[src/rtl/lut_mux_eval.sv]
// Reprogrammable truth-table function generator: {sel,res} indexes a LUT loaded beat-wise into a
// shadow register and swapped in atomically. Optional table parity check: define LUT_PARITY_CHECK_EN.
module lut_mux_eval #(
   parameter int SEL_W = 3,
   parameter int RES_W = 2,
   parameter int CFG_W = 8
) (
   input  logic             clk,
   input  logic             rst,
   input  logic             cfg_start,
   input  logic             cfg_valid,
   input  logic [CFG_W-1:0] cfg_data,
   input  logic             cfg_parity,
   output logic             cfg_ready,
   output logic             cfg_done,
   output logic             cfg_err,
   input  logic             in_valid,
   input  logic [SEL_W-1:0] sel,
   input  logic [RES_W-1:0] res,
   output logic             out_valid,
   output logic             y,
   output logic             miss
);

   localparam int IDX_W   = SEL_W + RES_W;
   localparam int TT_BITS = 1 << IDX_W;
   localparam int BEATS   = TT_BITS / CFG_W;
   localparam int CNT_W   = (BEATS > 1) ? $clog2(BEATS) : 1;

   typedef enum logic {
      ST_IDLE,
      ST_LOAD
   } state_t;

   state_t               state_q, state_d;
   logic [CNT_W-1:0]     cnt_q, cnt_d;
   logic [TT_BITS-1:0]   shadow_q, shadow_d;
   logic [TT_BITS-1:0]   active_q, active_d;
   logic                 tbl_valid_q, tbl_valid_d;
   logic                 cfg_done_q, cfg_done_d;
   logic                 cfg_err_q, cfg_err_d;
   logic                 out_valid_q, out_valid_d;
   logic                 y_q, y_d;
   logic                 miss_q, miss_d;

   logic                 beat_acc;
   logic                 last_beat;
   logic                 parity_ok;
   logic [TT_BITS-1:0]   candidate;
   logic [IDX_W-1:0]     idx;

   // A cfg_start in LOAD wins over a coincident beat, so that beat is never accepted.
   assign beat_acc  = (state_q == ST_LOAD) && cfg_valid && !cfg_start;
   assign last_beat = beat_acc && (cnt_q == CNT_W'(BEATS - 1));
   assign idx       = {sel, res};

   // Shadow contents with the current beat merged into its slot.
   generate
      for (genvar gi = 0; gi < BEATS; gi++) begin : g_beat
         assign candidate[gi*CFG_W +: CFG_W] =
            (beat_acc && (cnt_q == CNT_W'(gi))) ? cfg_data : shadow_q[gi*CFG_W +: CFG_W];
      end
   endgenerate

`ifdef LUT_PARITY_CHECK_EN
   assign parity_ok = ((^candidate) == cfg_parity);
`else
   logic unused_parity;
   assign unused_parity = cfg_parity;
   assign parity_ok     = 1'b1;
`endif

   always_comb begin
      state_d     = state_q;
      cnt_d       = cnt_q;
      shadow_d    = shadow_q;
      active_d    = active_q;
      tbl_valid_d = tbl_valid_q;
      cfg_done_d  = 1'b0;
      cfg_err_d   = 1'b0;
      case (state_q)
         ST_IDLE: begin
            if (cfg_start) begin
               state_d = ST_LOAD;
               cnt_d   = '0;
            end
         end
         ST_LOAD: begin
            if (cfg_start) begin
               cnt_d = '0;
            end else if (beat_acc) begin
               shadow_d = candidate;
               if (last_beat) begin
                  state_d = ST_IDLE;
                  cnt_d   = '0;
                  if (parity_ok) begin
                     active_d    = candidate;
                     tbl_valid_d = 1'b1;
                     cfg_done_d  = 1'b1;
                  end else begin
                     cfg_err_d = 1'b1;
                  end
               end else begin
                  cnt_d = cnt_q + CNT_W'(1);
               end
            end
         end
         default: state_d = ST_IDLE;
      endcase
   end

   // Evaluation reads active_q, so a request alongside the final beat still sees the old table.
   always_comb begin
      out_valid_d = in_valid && tbl_valid_q;
      miss_d      = in_valid && !tbl_valid_q;
      y_d         = y_q;
      if (in_valid && tbl_valid_q) begin
         y_d = active_q[idx];
      end
   end

   always_ff @(posedge clk) begin
      if (rst) begin
         state_q     <= ST_IDLE;
         cnt_q       <= '0;
         shadow_q    <= '0;
         active_q    <= '0;
         tbl_valid_q <= 1'b0;
         cfg_done_q  <= 1'b0;
         cfg_err_q   <= 1'b0;
         out_valid_q <= 1'b0;
         y_q         <= 1'b0;
         miss_q      <= 1'b0;
      end else begin
         state_q     <= state_d;
         cnt_q       <= cnt_d;
         shadow_q    <= shadow_d;
         active_q    <= active_d;
         tbl_valid_q <= tbl_valid_d;
         cfg_done_q  <= cfg_done_d;
         cfg_err_q   <= cfg_err_d;
         out_valid_q <= out_valid_d;
         y_q         <= y_d;
         miss_q      <= miss_d;
      end
   end

   assign cfg_ready = (state_q == ST_LOAD);
   assign cfg_done  = cfg_done_q;
`ifdef LUT_PARITY_CHECK_EN
   assign cfg_err   = cfg_err_q;
`else
   logic unused_err;
   assign unused_err = cfg_err_q;
   assign cfg_err    = 1'b0;
`endif
   assign out_valid = out_valid_q;
   assign y         = y_q;
   assign miss      = miss_q;

endmodule

[config.mk]
export PLATFORM = sky130hd
export DESIGN_NAME = lut_mux_eval
export DESIGN_NICKNAME = d
export VERILOG_FILES = /design/src/rtl/lut_mux_eval.sv
export SDC_FILE = /design/constraint.sdc
export NUM_CORES = 1
export LEC_CHECK = 0
export CORE_MARGIN = 4
export CORE_UTILIZATION = 56
export CTS_CLUSTER_DIAMETER = 120
export DETAILED_ROUTE_END_ITERATION = 12
export PLACE_DENSITY = 0.77
export SLEW_MARGIN = 10
export SYNTH_ARGS = -nofsm -noshare
export SYNTH_HDL_FRONTEND = slang
export SYNTH_SLANG_ARGS = --single-unit
export TNS_END_PERCENT = 20
[constraint.sdc]
create_clock -name clk -period 1.8 [get_ports clk]
set_input_delay 0.27 -clock clk [delete_from_list [all_inputs] [get_ports clk]]
set_output_delay 0.27 -clock clk [all_outputs]
set_load 0.02 [all_outputs]
==> metrics.md <==
| Metric | Value |
|---|---|
| Post-synth ARST share | `0%` |
| Vert. Die Dim | `76.8 um` |
| Max-cap violation count | `0` |
| Worst Setup SP | `cfg_ready$_SDFF_PP0_` |
| Top cells by area, synth | `dfxtp_1, mux2i_1, nor2_1` |
| Largest net degree at the start of global routing | `65` |
| Core area | `4470 sq um` |
| Fmax | `0.625 GHz` |
| Setup crit end kind | `primary output` |
| Number of fill cells | `367` |
| Post-synthesis sequential area ratio | `48.4%` |
| Clock Path Buffers | `2` |
| Critical path buffers and inverters | `1` |
| Maximum fanout along the worst path | `3` |
| Die Wd | `76.8 um` |
| Layout area overhead | `17.9%` |
| Initial core utilization | `59.2%` |
| Hold depth | `3` |
| Clock Skew | `0.00408 ns` |
| CP max stage cell | `clkdlybuf4s50_1` |
| Worst hold path class | `in -> reg` |
| Clock share of power | `45.9%` |
| GRT Total Usage | `19.3%` |
| Most area-hungry cell type in the Yosys netlist | `dfxtp_1` |
| Switching pwr | `0.603 mW` |
| CTS tree | `built` |
| Netlist Area Pre-Place | `2650 sq um` |
| CTS sink cnt | `64` |
| Reg2Reg Depth | `5` |
| Fin area | `3120 sq um` |
| Total setup buffers inserted after CTS | `0` |
| IO Pins | `25` |
| Most frequent cells in the layout | `dfxtp_1, nor2_1, mux2i_1, nand2_1, clkdlybuf4s50_1` |
| Worst IR Drop VDD | `0.786 mV` |
| Layout Nets | `316` |
| Vias | `1901` |
| Reg-to-reg critical path endpoint | `active_q[16]$_SDFFE_PP0P_` |
| Vias in the first global route | `1845` |
| Fin. max-slew vios | `0` |
| Avg WL per Cell | `14.8 um` |
| Hold worst-path end | `cfg_done$_SDFF_PP0_` |
| Most common cell after layout, fill and taps aside | `dfxtp_1` |
| FP Rows | `24` |
| CP arrival | `1.33 ns` |
| Leak | `1.29 nW` |
| Internal power | `2.35 mW` |
| Cell Chain, Critical Path | `clkdlybuf4s50_1` |
| Logic pwr share | `5.8%` |
| Syn avg cell area | `9.73 sq um` |
| GP Congestion | `0.909` |
| H-tree Lvls | `3` |
| Flop pwr share | `48.4%` |
| TritonCTS Buffers | `9` |
| N_diodes | `0` |
| Crit path required time | `1.53 ns` |
| Hold violation total from the final report | `0` |
| CP peak stage delay | `0.62 ns` |
| Final core utilization | `69.7%` |
| Crit start category | `flip-flop` |
| # hold bufs at CTS | `0` |
| CP top delay family | `buffers and inverters` |
| First-pass GRT wire length | `8.88 mm` |
| Worst hold start | `rst` |
| Drt total wl | `5.16 mm` |
| First-pass DRT Iterations | `4` |
| Switching share of power | `20.4%` |
| EDFF count, synth | `0` |
| P per Cell Area | `947 nW/um^2` |
| Initial antenna violation count | `0` |
| Yosys cell types | `28` |
| Critical setup path kind | `reg -> out` |
| Remaining DRCs | `0` |
| Unrepaired setup endpoints after global routing | `false` |
| Setup TNS | `0 ns` |
| Initial DRC count | `113` |
| Root Driver | `clkbuf_8` |
| Die ar. | `5890 sq um` |
| Ys Warns | `0` |
| Grt ovf | `0` |
| Final min period | `1.60 ns` |
| Register bit total from synthesis | `64` |
| CP Depth | `1` |
| Share of the synthesized area in the top cell type | `48.4%` |
| I/O Buffers | `22` |
| Hpwl dp | `3.58 mm` |
| Layout cell share with drive strength beyond 1 | `13.1%` |
| Drt via density | `5.45` |
| Clk_lat worst skew | `0.34 ns` |
| Post-CTS resize count | `0` |
| R2r setup slk | `0.30 ns` |
| Post-DP Area | `2900 sq um` |
| Final Cycle Share | `88.9%` |
| Status | `complete, no violations` |
| Final setup fails | `0` |
| Most used DFF post-synth | `dfxtp_1` |
| Worst-path clk slew | `0.06 ns` |
| Syn Inst Count | `272` |
| Final ANT Viol Nets | `0` |
| Overall power | `2.95 mW` |
| Worst reg2reg path startpoint | `cnt_q[0]$_SDFFE_PP0P_` |
| Syn Nets | `295` |
## synthesized netlist by cell type (3+ instances only)
cell type and count:
dfxtp_1 64, nor2_1 54, mux2i_1 41, nand2_1 23, a211oi_1 16, a21oi_1 13
a211oi_2 10, clkbuf_1 8, buf_6 4, ha_1 4, nand2_2 4, nor3_1 4
a22oi_1 3, buf_4 3, nand3_1 3
## worst max-delay path by stage
stage	slack (ns)	endpoint
floorplan	0.35	active_q[14]$_SDFFE_PP0P_
global placement	-0.04	y$_SDFFE_PP0P_
detailed placement	-0.03	y$_SDFFE_PP0P_
CTS	0.18	cfg_ready
global route	0.15	cfg_ready
finish	0.20	cfg_ready
## flip-flops by register name (all words and copies together) (netlist names)
| signal | flops |
|---|---|
| active_q | 32 |
| cfg_done | 1 |
| cfg_ready | 1 |
| cnt_q | 2 |
| miss | 1 |
| out_valid | 1 |
| shadow_q | 24 |
| tbl_valid_q | 1 |
| y | 1 |
## area by class of cell
cell class / count / area [sq um] / area share (%)
clock buffers: 12 / 155 / 4.97
inverters: 2 / 7.51 / 0.241
flip-flops and latches: 64 / 1280 / 41.1
clock inverters: 3 / 65.1 / 2.09
well taps: 52 / 65.1 / 2.09
multi-input cells: 187 / 1230 / 39.4
repair buffers: 29 / 318 / 10.2
## power by group through the flow
stage          clock network [mW]  logic (mW)  registers, mW
2_1_floorplan                   0      0.0918           1.46
3_3_place_gp                    0       0.169           1.46
3_5_place_dp                    0       0.170           1.46
4_1_cts                      1.37       0.171           1.43
5_1_grt                      1.44       0.184           1.43
6_report                     1.35       0.170           1.43
## metal layers
layer	vias up	routed length [um]	global-route usage [%]
li1	978	-	-
met1	866	2370	24.6
met2	46	2380	29.4
met3	11	305	7.96
met4	0	109	6.88
met5	-	0	0
## metrics by stage
| stage | hold WS [ns] | setup slack (ns) | instances |
|---|---|---|---|
| 3_3_place_gp | 0.445 | -0.0367 | 334 |
| 5_1_grt | 0.409 | 0.152 | 349 |
| 2_1_floorplan | 0.349 | 0.351 | 272 |
| 3_5_place_dp | 0.449 | -0.0321 | 334 |
| 6_report | 0.399 | 0.200 | 349 |
| 4_1_cts | 0.392 | 0.184 | 349 |
## cells by family after synthesis
logic type / after synthesis / share of synthesized area, %
AND/OR/NAND/NOR: 97 / 15.5
flip-flops: 64 / 48.4
AO/OA/AOI/OAI: 44 / 13.3
multiplexers: 41 / 15.5
buffers and inverters: 21 / 5.25
adder cells (fa/ha/maj): 4 / 1.89
other: 1 / 0.142
Power figures use the tool's default switching activity.
